<file path="config.mk">
export PLATFORM = sky130hd
export DESIGN_NAME = alsu_arbiter
export DESIGN_NICKNAME = d
export VERILOG_FILES = /design/src/rtl/ALSU_pkg.sv /design/src/rtl/rr_lock_arbiter.sv /design/src/rtl/alsu_arbiter.sv
export SDC_FILE = /design/constraint.sdc
export NUM_CORES = 1
export LEC_CHECK = 0
export BUFFER_PORTS_ARGS = -buffer_cell sky130_fd_sc_hd__buf_2
export CORE_UTILIZATION = 43
export CTS_CLUSTER_SIZE = 14
export DETAILED_ROUTE_END_ITERATION = 7
export PLACE_DENSITY = 0.86
export SYNTH_ARGS = -nofsm -noshare
export SYNTH_HDL_FRONTEND = slang
export SYNTH_SLANG_ARGS = --single-unit
</file>
<file path="constraint.sdc">
create_clock -name clk -period 2.3 [get_ports clk]
set_input_delay 0.46 -clock clk [delete_from_list [all_inputs] [get_ports clk]]
set_output_delay 0.46 -clock clk [all_outputs]
set_load 0.1 [all_outputs]
</file>
<file path="src/rtl/ALSU_pkg.sv">
// ----------------------------------------------------------------------------
// ALSU_pkg - shared ALSU opcode, packed command type and command helpers. Rev 1.0
// ----------------------------------------------------------------------------
`default_nettype none

package ALSU_pkg;

    typedef enum logic [2:0] {
        OR        = 3'd0,
        XOR       = 3'd1,
        ADD       = 3'd2,
        MULT      = 3'd3,
        SHIFT     = 3'd4,
        ROTATE    = 3'd5,
        INVALID_6 = 3'd6,
        INVALID_7 = 3'd7
    } opcode_e;

    typedef struct packed {
        opcode_e           opcode;
        logic signed [2:0] A;
        logic signed [2:0] B;
        logic              cin;
        logic              serial_in;
        logic              direction;
        logic              red_op_A;
        logic              red_op_B;
        logic              bypass_A;
        logic              bypass_B;
    } alsu_cmd_t;

    // OR of two zero operands with no flags: drives the ALSU result to 0
    localparam alsu_cmd_t ALSU_IDLE_CMD = '{
        opcode:    OR,
        A:         3'sd0,
        B:         3'sd0,
        cin:       1'b0,
        serial_in: 1'b0,
        direction: 1'b0,
        red_op_A:  1'b0,
        red_op_B:  1'b0,
        bypass_A:  1'b0,
        bypass_B:  1'b0
    };

    function automatic logic alsu_is_invalid(input alsu_cmd_t cmd);
        return (cmd.opcode == INVALID_6) || (cmd.opcode == INVALID_7) ||
               ((cmd.opcode > XOR) && (cmd.red_op_A || cmd.red_op_B));
    endfunction

endpackage

`default_nettype wire

</file>
<file path="src/rtl/rr_lock_arbiter.sv">
// ----------------------------------------------------------------------------
// rr_lock_arbiter - round-robin one-hot grant with a sticky owner lock. Rev 1.0
// ----------------------------------------------------------------------------
`default_nettype none

module rr_lock_arbiter #(
    parameter int N_REQ = 2,
    parameter int ID_W  = $clog2(N_REQ)
) (
    input  logic             clk,
    input  logic             rst_n,
    input  logic [N_REQ-1:0] req_valid,
    input  logic [N_REQ-1:0] req_lock,
    output logic [N_REQ-1:0] grant,
    output logic [ID_W-1:0]  grant_id,
    output logic             accept
);

    logic [ID_W-1:0] rr_ptr_q, rr_ptr_d;
    logic [ID_W-1:0] owner_q, owner_d;
    logic            owner_vld_q, owner_vld_d;

    always_comb begin : grant_select
        int   idx;
        logic found;
        grant    = '0;
        grant_id = '0;
        accept   = 1'b0;
        idx      = 0;
        found    = 1'b0;
        if (rst_n) begin
            if (owner_vld_q) begin
                // A held lock blocks everyone else, even while the owner is idle
                if (req_valid[owner_q]) begin
                    grant[owner_q] = 1'b1;
                    grant_id       = owner_q;
                    accept         = 1'b1;
                end
            end else begin
                for (int k = 0; k < N_REQ; k++) begin
                    idx = int'(rr_ptr_q) + k;
                    if (idx >= N_REQ) begin
                        idx = idx - N_REQ;
                    end
                    if (!found && req_valid[idx]) begin
                        found      = 1'b1;
                        grant[idx] = 1'b1;
                        grant_id   = ID_W'(idx);
                        accept     = 1'b1;
                    end
                end
            end
        end
    end

    always_comb begin : next_state
        rr_ptr_d    = rr_ptr_q;
        owner_d     = owner_q;
        owner_vld_d = owner_vld_q;
        if (accept) begin
            rr_ptr_d = (grant_id == ID_W'(N_REQ - 1)) ? '0 : ID_W'(grant_id + 1'b1);
            if (req_lock[grant_id]) begin
                owner_vld_d = 1'b1;
                owner_d     = grant_id;
            end else begin
                owner_vld_d = 1'b0;
            end
        end
    end

    always_ff @(posedge clk or negedge rst_n) begin
        if (!rst_n) begin
            rr_ptr_q    <= '0;
            owner_q     <= '0;
            owner_vld_q <= 1'b0;
        end else begin
            rr_ptr_q    <= rr_ptr_d;
            owner_q     <= owner_d;
            owner_vld_q <= owner_vld_d;
        end
    end

endmodule

`default_nettype wire

</file>
<file path="src/rtl/alsu_arbiter.sv">
// ----------------------------------------------------------------------------
// alsu_arbiter - shares one ALSU among N_REQ requesters, returns tagged results. Rev 1.0
// ----------------------------------------------------------------------------
`default_nettype none

module alsu_arbiter
    import ALSU_pkg::*;
#(
    parameter  int N_REQ        = 2,
    parameter  int ALSU_LATENCY = 2,
    localparam int ID_W         = $clog2(N_REQ)
) (
    input  logic                        clk,
    input  logic                        rst_n,
    input  logic [N_REQ-1:0]            req_valid,
    output logic [N_REQ-1:0]            req_ready,
    input  logic [N_REQ-1:0]            req_lock,
    input  alsu_cmd_t [N_REQ-1:0]       req_cmd,
    output logic                        rsp_valid,
    output logic [ID_W-1:0]             rsp_id,
    output logic signed [5:0]           rsp_out,
    output logic                        rsp_err,
    output logic signed [2:0]           alsu_A,
    output logic signed [2:0]           alsu_B,
    output opcode_e                     alsu_opcode,
    output logic                        alsu_cin,
    output logic                        alsu_serial_in,
    output logic                        alsu_direction,
    output logic                        alsu_red_op_A,
    output logic                        alsu_red_op_B,
    output logic                        alsu_bypass_A,
    output logic                        alsu_bypass_B,
    output logic                        alsu_rst,
    input  logic signed [5:0]           alsu_out
);

    localparam int DEPTH = ALSU_LATENCY + 1;

    typedef struct packed {
        logic            valid;
        logic [ID_W-1:0] id;
        logic            err;
    } tag_t;

    logic [ID_W-1:0]   grant_id;
    logic              accept;
    alsu_cmd_t         sel_cmd;
    alsu_cmd_t         cmd_d, cmd_q;
    tag_t              tag_d [DEPTH];
    tag_t              tag_q [DEPTH];
    logic              rsp_valid_d, rsp_valid_q;
    logic [ID_W-1:0]   rsp_id_d, rsp_id_q;
    logic              rsp_err_d, rsp_err_q;
    logic signed [5:0] rsp_out_d, rsp_out_q;
    logic              alsu_rst_d, alsu_rst_q;

    rr_lock_arbiter #(
        .N_REQ (N_REQ),
        .ID_W  (ID_W)
    ) u_arb (
        .clk       (clk),
        .rst_n     (rst_n),
        .req_valid (req_valid),
        .req_lock  (req_lock),
        .grant     (req_ready),
        .grant_id  (grant_id),
        .accept    (accept)
    );

    always_comb begin
        sel_cmd  = req_cmd[grant_id];
        // Idle slots still issue a command so SHIFT/ROTATE chain onto a 0 result
        cmd_d    = accept ? sel_cmd : ALSU_IDLE_CMD;
        tag_d[0] = '{valid: accept, id: grant_id, err: accept && alsu_is_invalid(sel_cmd)};
        for (int k = 1; k < DEPTH; k++) begin
            tag_d[k] = tag_q[k-1];
        end
        rsp_valid_d = tag_q[DEPTH-1].valid;
        rsp_id_d    = tag_q[DEPTH-1].id;
        rsp_err_d   = tag_q[DEPTH-1].err;
        rsp_out_d   = alsu_out;
        alsu_rst_d  = 1'b0;
    end

    always_ff @(posedge clk or negedge rst_n) begin
        if (!rst_n) begin
            cmd_q <= ALSU_IDLE_CMD;
            for (int k = 0; k < DEPTH; k++) begin
                tag_q[k] <= '0;
            end
            rsp_valid_q <= 1'b0;
            rsp_id_q    <= '0;
            rsp_err_q   <= 1'b0;
            rsp_out_q   <= '0;
            alsu_rst_q  <= 1'b1;
        end else begin
            cmd_q       <= cmd_d;
            tag_q       <= tag_d;
            rsp_valid_q <= rsp_valid_d;
            rsp_id_q    <= rsp_id_d;
            rsp_err_q   <= rsp_err_d;
            rsp_out_q   <= rsp_out_d;
            alsu_rst_q  <= alsu_rst_d;
        end
    end

    assign rsp_valid      = rsp_valid_q;
    assign rsp_id         = rsp_id_q;
    assign rsp_err        = rsp_err_q;
    assign rsp_out        = rsp_out_q;
    assign alsu_rst       = alsu_rst_q;
    assign alsu_opcode    = cmd_q.opcode;
    assign alsu_A         = cmd_q.A;
    assign alsu_B         = cmd_q.B;
    assign alsu_cin       = cmd_q.cin;
    assign alsu_serial_in = cmd_q.serial_in;
    assign alsu_direction = cmd_q.direction;
    assign alsu_red_op_A  = cmd_q.red_op_A;
    assign alsu_red_op_B  = cmd_q.red_op_B;
    assign alsu_bypass_A  = cmd_q.bypass_A;
    assign alsu_bypass_B  = cmd_q.bypass_B;

endmodule

`default_nettype wire

</file>
* After elaboration in Yosys (flattened, before gate mapping) *
Cells that the tools add are included.

storage, ports and cells
  input port bits = 44
  output and inout port bits = 28
  register bits = 38
  word-level logic and storage cells = 101

cells by class
  equal/unequal tests = 2
  magnitude comparators = 10
  reduce and logical (&&, ||, !) cells = 11
  $add $sub $neg = 4
  mux-type cells = 46
  bitwise gates (word level) = 1

operators by type and width
  kind                     count
  $mux W32                 6
  $ge A32 B1 Y1 const B    2
  $lt A32 B3 Y1 const B    2
  $mux W16                 3
  $ge A32 B3 Y1 const B    1
  $sub A32 B3 Y32 const B  1
  $mux W1                  27
  $mux W2                  7
  $eq A3 B3 Y1 const B     2
  $logic_and A1 B1 Y1      6
  $lt A1 B2 Y1 const B     2
  $demux W1 S1             3
  $gt A3 B1 Y1 const B     1
  $logic_or A1 B1 Y1       3
  $sub A1 B2 Y3 const B    1
  $add A1 B1 Y2 const B    1
  $ge A1 B2 Y1 const B     1
  $or A2 B2 Y2             1
  $reduce_and A2 Y1        1
  $add A1 B1 Y1 const B    1
  $ge A1 B1 Y1 const B     1
  $logic_not A1 Y1         1

* Depth between registers and ports, before layout *
  word-level depth = 21
  gate-level depth with buffers = 6
  gate-level depth less buffers = 5

* Cells and area by module *
Synthesis repeated with hierarchy kept, for this count alone.

second synthesis, totals
  cells, all modules = 103
  area total of the unflattened synthesis = 1437.6 um^2

modules (own cells, without submodules)
  module           instances  cells each  area an instance (um^2)  seq. area each (um^2)
  alsu_arbiter     1          79          1221.2                   877.1
  rr_lock_arbiter  1          24          216.5                    75.1

* Worst setup path before layout *
Ideal clock, no wire load.

  kind = input to output
  start point = in req_valid[0]
  end point = out req_ready[1]
  data required time = 1.840 ns
  slack = 0.225 ns
  buffers on the path = 2
  cell stages on the path = 5
  data arrival time = 1.615 ns
  path through = or3b_1 -> nand4_2 -> buf_6 -> buf_12 -> inv_1

on the way
  longest elaborated chain between the ends = 11

ends and longest elaborated chain
  element                                     line                   RTL
  from (decl)                                 alsu_arbiter.sv:15     input logic [N_REQ-1:0] req_valid,
  $mux W1 (implied by the code) (3 in a row)  rr_lock_arbiter.sv:45  if (!found && req_valid[idx]) begin
  $mux W1                                     rr_lock_arbiter.sv:45
  $mux W1                                     rr_lock_arbiter.sv:32  if (owner_vld_q) begin
  $mux W1                                     rr_lock_arbiter.sv:31  if (rst_n) begin
  $logic_not A1 Y1                            rr_lock_arbiter.sv:45
  $logic_and A1 B1 Y1                         rr_lock_arbiter.sv:45
  $mux W2                                     rr_lock_arbiter.sv:45
  $mux W2 (*)                                 rr_lock_arbiter.sv:32
  $mux W2 (*)                                 rr_lock_arbiter.sv:31
  to (decl)                                   alsu_arbiter.sv:16     output logic [N_REQ-1:0] req_ready,

Mark *: on every way between the ends. The rest lies on a longest branch, timed or not. The select of a mux whose other input is x is not followed.

* Final worst setup path *
  start point = in rst_n
  end point = out req_ready[0]

on the way
  longest elaborated chain between the ends = 1

ends and longest elaborated chain
  element      line                   RTL
  from (decl)  alsu_arbiter.sv:14     input logic rst_n,
  $mux W2      rr_lock_arbiter.sv:31

No other way between the ends.

==> impl_metrics.prom <==
# TYPE chip_impl_metric gauge
chip_impl_info{name="cts_tree",value="done"} 1
chip_impl_metric{name="synth_area_per_cell",unit="µm²"} 11.8
chip_impl_info{name="yosysMostFrequentCell",value="sky130_fd_sc_hd__dfrtp_1"} 1
chip_impl_metric{name="insertion_delay",unit="ps"} 340
chip_impl_metric{name="post_layout_nonfiller_instances",unit=""} 241
chip_impl_metric{name="n_antenna_cell",unit=""} 0
chip_impl_info{name="synth_ff_type",value="sky130_fd_sc_hd__dfrtp_1"} 1
chip_impl_info{name="run_status",value="finished, final reports clean"} 1
chip_impl_metric{name="finalWirelength",unit="µm"} 2910
chip_impl_metric{name="data_required_time_of_the_critical_path",unit="ps"} 1840
chip_impl_metric{name="async_set_or_reset_flop_fraction_in_the_synthesized_netlist",unit="%"} 100
chip_impl_metric{name="grt_first_pass_wirelength",unit="µm"} 4750
chip_impl_info{name="hp-class",value="in2reg"} 1
chip_impl_metric{name="worstPathMaxFanout",unit=""} 9
chip_impl_info{name="setup_repair_after_global_routing_missed_its_margin",value="no"} 1
chip_impl_metric{name="row_count",unit=""} 20
chip_impl_metric{name="initial_core_util",unit="%"} 45.5
chip_impl_metric{name="worst-path-buf-inv",unit=""} 4
chip_impl_metric{name="post_synth_instance_area",unit="µm²"} 1400
chip_impl_metric{name="die_area",unit="µm²"} 3490
chip_impl_metric{name="wire_per_inst",unit="µm"} 12.1
chip_impl_info{name="critical_path_type",value="in2out"} 1
chip_impl_info{name="critical_path.reg2reg.startpoint",value="u_arb.owner_vld_q$_DFFE_PN0P_"} 1
chip_impl_metric{name="timing.reg2reg.setup_slack",unit="ps"} 500
chip_impl_metric{name="number_of_buffers_inserted_during_clock_tree_synthesis",unit=""} 5
chip_impl_metric{name="first_global_vias",unit=""} 1121
chip_impl_metric{name="met3_usage",unit="%"} 7.64
chip_impl_metric{name="dpl.hpwl",unit="µm"} 2200
chip_impl_metric{name="setup_violations",unit=""} 0
chip_impl_metric{name="worst-path-stages",unit=""} 5
chip_impl_metric{name="power_density_over_cell_area",unit="nW/µm²"} 1020
chip_impl_metric{name="grtUsageTotal",unit="%"} 19.3
chip_impl_metric{name="gr-usage-met2",unit="%"} 33.4
chip_impl_metric{name="cts_buffer_depth",unit=""} 2
chip_impl_metric{name="io_buffer_count",unit=""} 71
chip_impl_info{name="worst_setup_path_startpoint",value="rst_n"} 1
chip_impl_metric{name="max_cap_viols",unit=""} 0
chip_impl_metric{name="global_route.overflow_total",unit=""} 0
chip_impl_metric{name="slew_viol_final",unit=""} 0
chip_impl_info{name="clk_tree_root_cell",value="sky130_fd_sc_hd__clkbuf_4"} 1
chip_impl_metric{name="nNetsFinal",unit=""} 240
chip_impl_metric{name="core",unit="µm²"} 3080
chip_impl_metric{name="ant_nets",unit=""} 0
chip_impl_metric{name="drc",unit=""} 0
chip_impl_metric{name="post-route-util",unit="%"} 62.9
chip_impl_metric{name="drtIter0Drc",unit=""} 55
chip_impl_metric{name="finClkSkew",unit="ps"} 3.73
chip_impl_metric{name="met1_routing_resource_usage_after_global_routing",unit="%"} 20.5
chip_impl_metric{name="clock_sink_count",unit=""} 38
chip_impl_info{name="timing.critical_path.cells",value="dlygate4sd3_1, clkbuf_4, o2111ai_1, inv_1, buf_12"} 1
chip_impl_metric{name="antenna_found_initial",unit=""} 0
chip_impl_metric{name="grt_start_max_net_pins",unit=""} 34
chip_impl_info{name="crit_path_top_delay_cell",value="sky130_fd_sc_hd__dlygate4sd3_1"} 1
chip_impl_metric{name="mappedNetlistNets",unit=""} 163
chip_impl_metric{name="ys_seq_area_share",unit="%"} 67.9
chip_impl_info{name="globalRoute.busiestLayer",value="met2"} 1
chip_impl_metric{name="max_freq",unit="MHz"} 456
chip_impl_metric{name="synth_top_cell_area_share",unit="%"} 66.1
chip_impl_metric{name="postCtsSetupBuffers",unit=""} 0
chip_impl_metric{name="totalNegativeSetupSlack",unit="ps"} 0
chip_impl_metric{name="placed_cells_incl_taps",unit=""} 232
chip_impl_metric{name="hold_viol_final",unit=""} 0
chip_impl_metric{name="final_area",unit="µm²"} 1940
chip_impl_metric{name="synth.ff_latch_count",unit=""} 38
chip_impl_metric{name="y_dimension_of_the_die",unit="µm"} 59.1
chip_impl_metric{name="post_route_cells_drive_above_1_share",unit="%"} 48.2
chip_impl_metric{name="floorplan.io_pins",unit=""} 72
chip_impl_metric{name="clkSlewWorstSetupHoldPaths",unit="ps"} 110
chip_impl_metric{name="ff2ff_path_depth",unit=""} 6
chip_impl_metric{name="yosys.cell_types.count",unit=""} 26
chip_impl_metric{name="power.static_leakage",unit="nW"} 1.04
chip_impl_metric{name="crit_arrival",unit="ps"} 1730
chip_impl_info{name="r2r-end",value="u_arb.owner_vld_q$_DFFE_PN0P_"} 1
chip_impl_metric{name="drtPass1Iterations",unit=""} 4
chip_impl_info{name="crit_family",value="buffers and inverters"} 1
chip_impl_metric{name="place_area",unit="µm²"} 1820
chip_impl_metric{name="yosysWarningCount",unit=""} 0
chip_impl_metric{name="synth_enable_flop_cells",unit=""} 0
chip_impl_metric{name="via_per_inst",unit=""} 4.71
chip_impl_info{name="worstSetupEndpoint",value="req_ready[0]"} 1
chip_impl_metric{name="die_w",unit="µm"} 59.1
chip_impl_info{name="synth.area.top_cells",value="sky130_fd_sc_hd__dfrtp_1, sky130_fd_sc_hd__nand2_1, sky130_fd_sc_hd__a21oi_2"} 1
chip_impl_info{name="critical_path.startpoint_type",value="input port"} 1
chip_impl_metric{name="vias",unit=""} 1135
chip_impl_info{name="critical_path_end_type",value="output pin"} 1
chip_impl_metric{name="post_synth_inst_count",unit=""} 119
chip_impl_metric{name="cts-htree-levels",unit=""} 2
chip_impl_metric{name="routabilityCongestion",unit=""} 0.785
chip_impl_info{name="netlist_top_cells_count",value="sky130_fd_sc_hd__dfrtp_1, sky130_fd_sc_hd__nand2_1, sky130_fd_sc_hd__a21oi_1, sky130_fd_sc_hd__a21oi_2, sky130_fd_sc_hd__o21ai_0"} 1
chip_impl_metric{name="area_delta_synth_final",unit="%"} 38.2
chip_impl_metric{name="power.ir.vdd_worst",unit="mV"} 0.496
chip_impl_metric{name="finalCritPeriodShare",unit="%"} 95.4
chip_impl_metric{name="total_power",unit="W"} 0.00197
chip_impl_info{name="synth_top_cell_by_area",value="sky130_fd_sc_hd__dfrtp_1"} 1
chip_impl_metric{name="timing.critical_path.slowest_cell_delay",unit="ps"} 550
chip_impl_metric{name="final.min_clock_period",unit="ps"} 2190
[registers in the layout, summed over array words and instances (netlist names), 3 cells and up]
register and count:
rsp_out 6, alsu_opcode 3, alsu_B 3, tag_d 6, alsu_A 3
[what timing repair did]
| action | in CTS | in global routing |
|---|---|---|
| endpoints found under the hold margin | 5 | 0 |
| hold buffers | 1 | 0 |
| resized for setup | 0 | 1 |
| endpoints found under the setup margin | 0 | 1 |
[worst min-delay path by stage]
stage               cells after the start                          to         from  slack, ps
finish                                  1        rsp_out[4]$_DFF_PN0_  alsu_out[4]        210
global route                            1        rsp_out[4]$_DFF_PN0_  alsu_out[4]        190
CTS                                     1        rsp_out[4]$_DFF_PN0_  alsu_out[4]        200
detailed placement                      1  u_arb.rr_ptr_q$_DFFE_PN0P_        rst_n        310
global placement                        1  u_arb.rr_ptr_q$_DFFE_PN0P_        rst_n        310
floorplan                               0         alsu_A[0]$_DFF_PN0_        rst_n        160
[where the power goes]
part           internal, W  total (W)  switching, W
sequential        0.000748   0.000779     0.0000311
combinational     0.000132   0.000635      0.000502
clock             0.000340   0.000557      0.000217
total              0.00122    0.00197      0.000751
[cell families (layout without fill, tap and decap cells)]
family          Yosys count  after routing  synth area share, %
flops                    38             38                 67.9
other cells               1              1                0.268
simple gates             40             40                 12.9
compound gates           30             30                 14.2
buf+inv                  10             88                 4.64
[worst reg2reg max path, delay by kind of cell (launching register included)]
| kind | cells | cell delay [ps] |
|---|---|---|
| DFF | 1 | 430 |
| AOI/OAI and AO/OA | 2 | 270 |
| buffers and inverters | 2 | 440 |
| and+or+nand+nor | 2 | 530 |
[cells in the final DEF (no fill, tap or decap), drive strengths merged, types with 2 or more instances in the layout]
cell type / n
o31ai: 2
o21ai: 5
buf: 73
dfrtp: 37
a21oi: 17
clkbuf: 6
inv: 5
nand2: 34
bufinv: 2
[per-stage QoR]
| stage | hold slack [ps] | setup WS (ps) |
|---|---|---|
| after CTS | 205 | 76.8 |
| after global placement | 312 | 479 |
| final | 214 | 107 |
| after floorplan | 164 | 225 |
| after global routing | 187 | 8.55 |
| after detailed placement | 313 | 378 |
[routing by layer]
metal	vias up	routed length, µm
met2	59	1430
met3	6	244
met1	524	1180
met5	-	0
li1	546	-
met4	0	59
[final cells by class]
class,count,area (µm²)
flip-flops and latches,38,952
inverters,5,18.8
well taps,44,55.1
repair buffers,75,420
multi-input cells,71,384
clock inverters,3,68.8
clock buffers,5,37.5
fillers,279,1140
(Power assumes the default switching activity.)
